===== src/rtl/ram_pkg.sv =====
// Constants and types shared by the RAM-backed FIFO controller and its bench.
package ram_pkg;
    localparam int RAM_AW    = 8;
    localparam int RAM_DEPTH = 256;
    localparam int CNT_W     = 9;

    // Bypass needs an empty RAM and prefetch a non-empty one, and a write blocks
    // a prefetch, so exactly one of these happens in any cycle.
    typedef enum logic [1:0] {
        ACT_IDLE,
        ACT_BYPASS,
        ACT_WRITE,
        ACT_PREFETCH
    } ram_act_e;
endpackage


===== src/rtl/ram_fifo_ctrl.sv =====
// FIFO controller around an external 256-deep single-port RAM with asynchronous
// read, plus a registered output word that bypasses the RAM when it is empty.
module ram_fifo_ctrl
    import ram_pkg::*;
#(
    parameter int DWL = 32
) (
    input  logic              clk,
    input  logic              rst_n,
    input  logic              in_valid,
    output logic              in_ready,
    input  logic [DWL-1:0]    in_data,
    output logic              out_valid,
    input  logic              out_ready,
    output logic [DWL-1:0]    out_data,
    output logic              ram_wen,
    output logic [RAM_AW-1:0] ram_addr,
    output logic [DWL-1:0]    ram_din,
    input  logic [DWL-1:0]    ram_dout,
    output logic [CNT_W-1:0]  count
);

    logic [RAM_AW-1:0] wr_ptr;
    logic [RAM_AW-1:0] rd_ptr;
    logic [CNT_W-1:0]  ram_cnt;
    logic              push;
    logic              pop;
    logic              out_free;
    ram_act_e          act;

    assign in_ready = (ram_cnt != CNT_W'(RAM_DEPTH)) && rst_n;
    assign push     = in_valid && in_ready;
    assign pop      = out_valid && out_ready;
    assign out_free = !out_valid || out_ready;

    always_comb begin
        // NOTE: default assigned first so every path drives act and no latch is inferred.
        act = ACT_IDLE;
        if (push && out_free && ram_cnt == '0) begin
            act = ACT_BYPASS;
        end else if (push) begin
            act = ACT_WRITE;
        end else if (out_free && ram_cnt != '0) begin
            act = ACT_PREFETCH;
        end
    end

    // The single RAM port points at the read head unless this cycle writes.
    assign ram_wen  = (act == ACT_WRITE);
    assign ram_addr = ram_wen ? wr_ptr : rd_ptr;
    assign ram_din  = in_data;
    assign count    = ram_cnt + CNT_W'(out_valid);

    always_ff @(posedge clk or negedge rst_n) begin
        if (!rst_n) begin
            wr_ptr    <= '0;
            rd_ptr    <= '0;
            ram_cnt   <= '0;
            out_valid <= 1'b0;
            out_data  <= '0;
        end else begin
            // NOTE: non-blocking assignments so every register samples pre-edge values.
            unique case (act)
                ACT_BYPASS: begin
                    out_valid <= 1'b1;
                    out_data  <= in_data;
                end
                ACT_WRITE: begin
                    wr_ptr  <= wr_ptr + RAM_AW'(1);
                    ram_cnt <= ram_cnt + CNT_W'(1);
                    if (pop) out_valid <= 1'b0;
                end
                ACT_PREFETCH: begin
                    out_valid <= 1'b1;
                    out_data  <= ram_dout;
                    rd_ptr    <= rd_ptr + RAM_AW'(1);
                    ram_cnt   <= ram_cnt - CNT_W'(1);
                end
                default: begin
                    if (pop) out_valid <= 1'b0;
                end
            endcase
        end
    end

endmodule


===== config.mk =====
export PLATFORM = sky130hd
export DESIGN_NAME = ram_fifo_ctrl
export DESIGN_NICKNAME = d
export VERILOG_FILES = /design/src/rtl/ram_pkg.sv /design/src/rtl/ram_fifo_ctrl.sv
export SDC_FILE = /design/constraint.sdc
export NUM_CORES = 1
export LEC_CHECK = 0
export CORE_MARGIN = 5
export CORE_UTILIZATION = 39
export CTS_CLUSTER_DIAMETER = 80
export DETAILED_ROUTE_END_ITERATION = 12
export PLACE_DENSITY = 0.78
export SLEW_MARGIN = 20
export SYNTH_ARGS = -nofsm -noshare
export SYNTH_HDL_FRONTEND = slang
export SYNTH_SLANG_ARGS = --single-unit

===== constraint.sdc =====
create_clock -name clk -period 3 [get_ports clk]
set_input_delay 0.6 -clock clk [delete_from_list [all_inputs] [get_ports clk]]
set_output_delay 0.6 -clock clk [all_outputs]
set_load 0.05 [all_outputs]

== Word level (Yosys, flattened, before mapping) ==
Cells that the tools add are included.
Storage, ports and cells
  output and inout port bits: 84
  register bits: 58
  bits of input ports: 68
  word-level logic and storage cells: 36
Cells by class
  mux-type cells: 8
  add/sub/neg operators: 5
  reduce and logical (&&, ||, !) cells: 14
  eq/ne operators: 4
Operators with widths (count)
  one-hot mux 32 bit (2 select lines): 1
  one-hot mux 9 bit (2 select lines): 1
  adder 8 x 1 -> 8 bit (second input constant): 2
  adder 9 x 1 -> 9 bit: 1
  adder 9 x 1 -> 9 bit (second input constant): 1
  logical NOT 9 bit: 1
  != test 9 bit (second input constant): 1
  nonzero test 9 bit: 1
  subtractor 9 x 1 -> 9 bit (second input constant): 1
  2-to-1 mux 8 bit: 1
  logical AND 1 bit: 6
  2-to-1 mux 2 bit: 3
  nonzero test 2 bit: 3
  == test 2 bit (second input constant): 2
  == test 2 x 1 -> 1 bit (second input constant): 1
  2-to-1 mux 1 bit: 2
  OR reduction 2 bit: 1
  logical NOT 1 bit: 1
  logical OR 1 bit: 1

== Longest topological paths before layout ==
  depth in word-level cells: 9
  gate-level depth with buffers: 10
  depth with buffers taken out: 9

== Least setup slack after synthesis ==
No wires, ideal clock.
  path kind: register to register
  start: register ram_cnt[0]
  end: register ram_cnt[8]
  path buffers: 1
  path slack: 132 ps
  arrival time: 2788 ps
  stages on the path, launching flop included: 11
  clock period less this slack: 2868 ps
  setup time: 80 ps
  data required time: 2920 ps
  path through: dfrtp_1 nor4_4 a21oi_2 a211oi_4 buf_6 ha_1 a211oi_1 o21bai_1 a31oi_1 mux2i_1 xnor2_1
Between the ends
  cells in the longest elaborated chain, start to end: 8
  elaborated cells between the ends (all ways): 17
  classes of those cells: add/sub: 2; eq/ne: 3; mux: 4; reduce/logical: 8
RTL lines
  start, declared: RTL line ram_fifo_ctrl.sv:25  | logic [CNT_W-1:0] ram_cnt;
  start signal, assigned: RTL line ram_fifo_ctrl.sv:70  | ram_cnt <= ram_cnt + CNT_W'(1);
  start signal, assigned: RTL line ram_fifo_ctrl.sv:77  | ram_cnt <= ram_cnt - CNT_W'(1);
  != test 9 bit: RTL line ram_fifo_ctrl.sv:31  | assign in_ready = (ram_cnt != CNT_W'(RAM_DEPTH)) && rst_n;
  logical AND 1 bit: RTL line ram_fifo_ctrl.sv:31
  logical AND 1 bit: RTL line ram_fifo_ctrl.sv:32  | assign push = in_valid && in_ready;
  logical AND 1 bit (2 in a row): RTL line ram_fifo_ctrl.sv:39  | if (push && out_free && ram_cnt == '0) begin
  2-to-1 mux 2 bit: RTL line ram_fifo_ctrl.sv:39
  == test 2 bit: RTL line ram_fifo_ctrl.sv:63  | unique case (act)
  one-hot mux 9 bit (2 select lines) or nonzero test 2 bit (tied branches)
Parallel ways exist; a longest one is shown, timed or not.
A chain may end at the register's enable or synchronous reset.

== Final worst setup path ==
  start: input out_ready
  end: output ram_addr[2]
Between the ends
  cells in the longest elaborated chain, start to end: 7
  elaborated cells between the ends (all ways): 9
  classes of those cells: eq/ne: 1; mux: 4; reduce/logical: 4
RTL lines
  start, declared: RTL line ram_fifo_ctrl.sv:14  | input logic out_ready,
  logical OR 1 bit *: RTL line ram_fifo_ctrl.sv:34  | assign out_free = !out_valid || out_ready;
  logical AND 1 bit: RTL line ram_fifo_ctrl.sv:43  | end else if (out_free && ram_cnt != '0) begin
  2-to-1 mux 2 bit: RTL line ram_fifo_ctrl.sv:43
  2-to-1 mux 2 bit: RTL line ram_fifo_ctrl.sv:41  | end else if (push) begin
  2-to-1 mux 2 bit *: RTL line ram_fifo_ctrl.sv:39
  == test 2 bit *: RTL line ram_fifo_ctrl.sv:49  | assign ram_wen = (act == ACT_WRITE);
  2-to-1 mux 8 bit *: RTL line ram_fifo_ctrl.sv:50  | assign ram_addr = ram_wen ? wr_ptr : rd_ptr;
  end, declared: RTL line ram_fifo_ctrl.sv:17  | output logic [RAM_AW-1:0] ram_addr,
Mark *: on every way between the ends. The rest lies on a longest branch, timed or not.

==> out/qor.txt <==
Prevailing post-synth register cell - dfrtp_1
CP Data Required Time - 2.40 ns
Slew HR - 50.3%
Critical Path End Type - primary output
Netlist Area Pre-Place - 0.00355 sq mm
Combinational power share - 56.9%
RSZ-0062 raised after global routing - true
Clock transition at the registers of the reported paths - 0.06 ns
Grt total ovfl - 0
Minimum clock period - 2.96 ns
Post-synth ARST share - 100%
Residual DRC - 0
Syn Nets - 409
Post-route ant nets - 0
Initial DRT Pass Iterations - 4
CP Class - in2out
Sequential Power Share - 26.4%
Final worst path period share - 98.8%
Ratio of cells with drive above 1 in the final layout - 22.7%
Final Hold Fails - 0
# port buffers - 151
EDFF count, synth - 0
Num rows - 34
Clock Latency Late Sink - 0.34 ns
Worst-case clock buffer depth - 2
Max VDD drop - 0.417 mV
Crit path max fanout - 9
First-pass GRT wire length - 15.2 mm
Register bit total from synthesis - 58
GPL Wtd Cong - 0.811
Num CTS Buffers - 9
Setup TNS Final - 0 ns
Initial antenna violation count - 0
P_sw - 2.26 mW
Critical R2R Launch - ram_cnt[2]$_DFFE_PN0P_
Most common cell after layout, fill and taps aside - clkdlybuf4s50_1
Worst Hold Class - in2async
IO Pins - 152
Cell leakage power - 2.26 nW
Status - completed
Library cells used by synthesis - 45
Pwr dens - 930 mW/mm^2
DR WL/cell - 15.5 microns
Measured slew at the worst slew-check pin - 0.746 ns
Total wire length - 9.04 mm
Full die area - 0.0111 sq mm
Inserted Diodes - 0
Vias after detailed routing - 2894
H-tree depth - 3
Max Fclk - 337 MHz
Fill cell count - 729
Fin nets - 550
FF-to-FF End - ram_cnt[8]$_DFFE_PN0P_
Fin. max-slew vios - 0
Yosys warning count - 0
Post-CTS Hold Buffers - 0
Post-DP HPWL - 7.10 mm
Sink Count - 58
CTS tree - yes
Most frequent cells in the layout - 135 x clkdlybuf4s50_1, 57 x dfrtp_1, 35 x nor2_1, 35 x buf_4, 33 x mux2i_1
Core area - 0.00881 sq mm
Gate Count Post-Synth - 329
Final setup viols - 0
Crit path DAT - 2.36 ns
Fin cells - 583
FF-to-FF setup slack - 0.25 ns
Tot GR Track Use - 16.8%
Switching part of the total - 45.9%
Largest net degree at the start of global routing - 66
Clock skew - 0.00994 ns
Post-synthesis sequential area ratio - 40.8%
Die width - 105 microns
Cells after DPL - 566
Vias in the first global route - 2991
Synth-to-Final Area Change - 49.2%
Clk pwr share - 16.6%
Root Driver - clkbuf_8
Drt initial violations - 40
Path depth of the worst reg2reg path - 11
Initial Util - 40.4%
Syn_area_per_cell - 10.8 sq um
Die Span Y - 105 microns
Setup crit start kind - input pin
Max Cap Viol - 0
Post-DR vias/cell - 4.96
Int Power - 2.67 mW
[state kept, by name, summed over array words and instances, names as in the netlist]
signal,flops
out_data,32
ram_cnt,9
rd_ptr,8
out_valid,1
wr_ptr,8
[synth_stat cells, types with 2 or more instances]
master     n  share of area (%)
dfrtp_1   58                 41
nor2_1    35                3.7
mux2i_1   33                9.3
buf_4     32                6.8
a21oi_2   29                7.1
xnor2_1   18                4.4
nand2_1   14                1.5
ha_1      11                3.9
mux2_2    11                3.5
nand4_1   10                1.8
xor2_1    10                2.5
buf_2      9                1.3
a21oi_1    8                1.1
o21ai_0    8                1.1
a211oi_1   3               0.63
buf_8      3                1.3
o21bai_1   3               0.63
a21o_1     2               0.42
and2_1     2               0.35
nand2b_1   2               0.35
nand3_1    2               0.28
nor4_4     2                1.2
o21a_1     2               0.42
[worst max-delay path by stage]
stage / startpoint / end / slack, ns / cells after the start
final: out_ready / ram_addr[2] / 0.04 / 5
after global routing: out_ready / ram_addr[0] / -0.02 / 5
after CTS: ram_cnt[2]$_DFFE_PN0P_ / count[7] / 0.03 / 5
after detailed placement: out_ready / ram_cnt[8]$_DFFE_PN0P_ / -0.17 / 10
after global placement: out_ready / ram_cnt[8]$_DFFE_PN0P_ / -0.05 / 9
after floorplan: ram_cnt[0]$_DFFE_PN0P_ / ram_cnt[8]$_DFFE_PN0P_ / 0.13 / 10
[through the flow]
stage,instance area [sq um],setup WS (ns),util (%),hold slack (ns),power (mW)
CTS,5280,0.0265,59.9,0.475,4.95
global placement,5050,-0.0539,57.3,0.450,4.03
finish,5300,0.0355,60.2,0.445,4.93
global route,5300,-0.0181,60.2,0.497,5.22
floorplan,3550,0.132,-,0.304,3.18
detailed placement,5050,-0.165,57.3,0.460,4.11
[power groups by stage]
stage                     logic (mW)  registers, mW  clock network (mW)
final                           2.81           1.30               0.821
after global routing            3.00           1.34               0.876
after global placement          2.74           1.29                   0
after CTS                       2.81           1.30               0.842
after floorplan                 1.58           1.60                   0
after detailed placement        2.80           1.31                   0
[final cells by class]
class | count | area, sq um | share of cell area, %
timing repair buffer | 177 | 1720 | 32.3
tap | 108 | 135 | 2.55
clock buffer | 12 | 155 | 2.93
clock inverter | 4 | 73.8 | 1.39
multi-input combinational | 223 | 1770 | 33.3
inverter | 1 | 3.75 | 0.0708
sequential | 58 | 1450 | 27.4
[worst max-delay path, stage by stage]
cell and delay, ns:
clkdlybuf4s50_1 0.43, or3b_4 0.40, a31oi_4 0.34, mux2_2 0.40
buf_4 0.19
[cell families after synthesis]
kind of cell / after synthesis / share of synthesized area [%]
mux: 44 / 12.8
simple gates: 76 / 11.0
fa+ha+maj: 12 / 4.44
buf+inv: 48 / 9.96
flops: 58 / 40.8
xor+xnor: 28 / 6.90
compound gates: 63 / 14.1
[timing repair]
| action | 4_1_cts | 5_1_grt |
|---|---|---|
| setup buffers | 0 | 1 |
| gates cloned | 0 | 0 |
| pin swaps | 1 | 2 |
| gates resized for setup | 0 | 8 |
| endpoints found under the setup margin | 1 | 11 |
[routing by layer]
metal	vias up	part of all wire, %	global-route usage [%]
met4	0	1.5	4.87
met1	1370	40	19.3
met2	109	51	29.2
met3	13	8.2	6.30
li1	1402	-	-
met5	-	0	0
(Power assumes the default switching activity.)
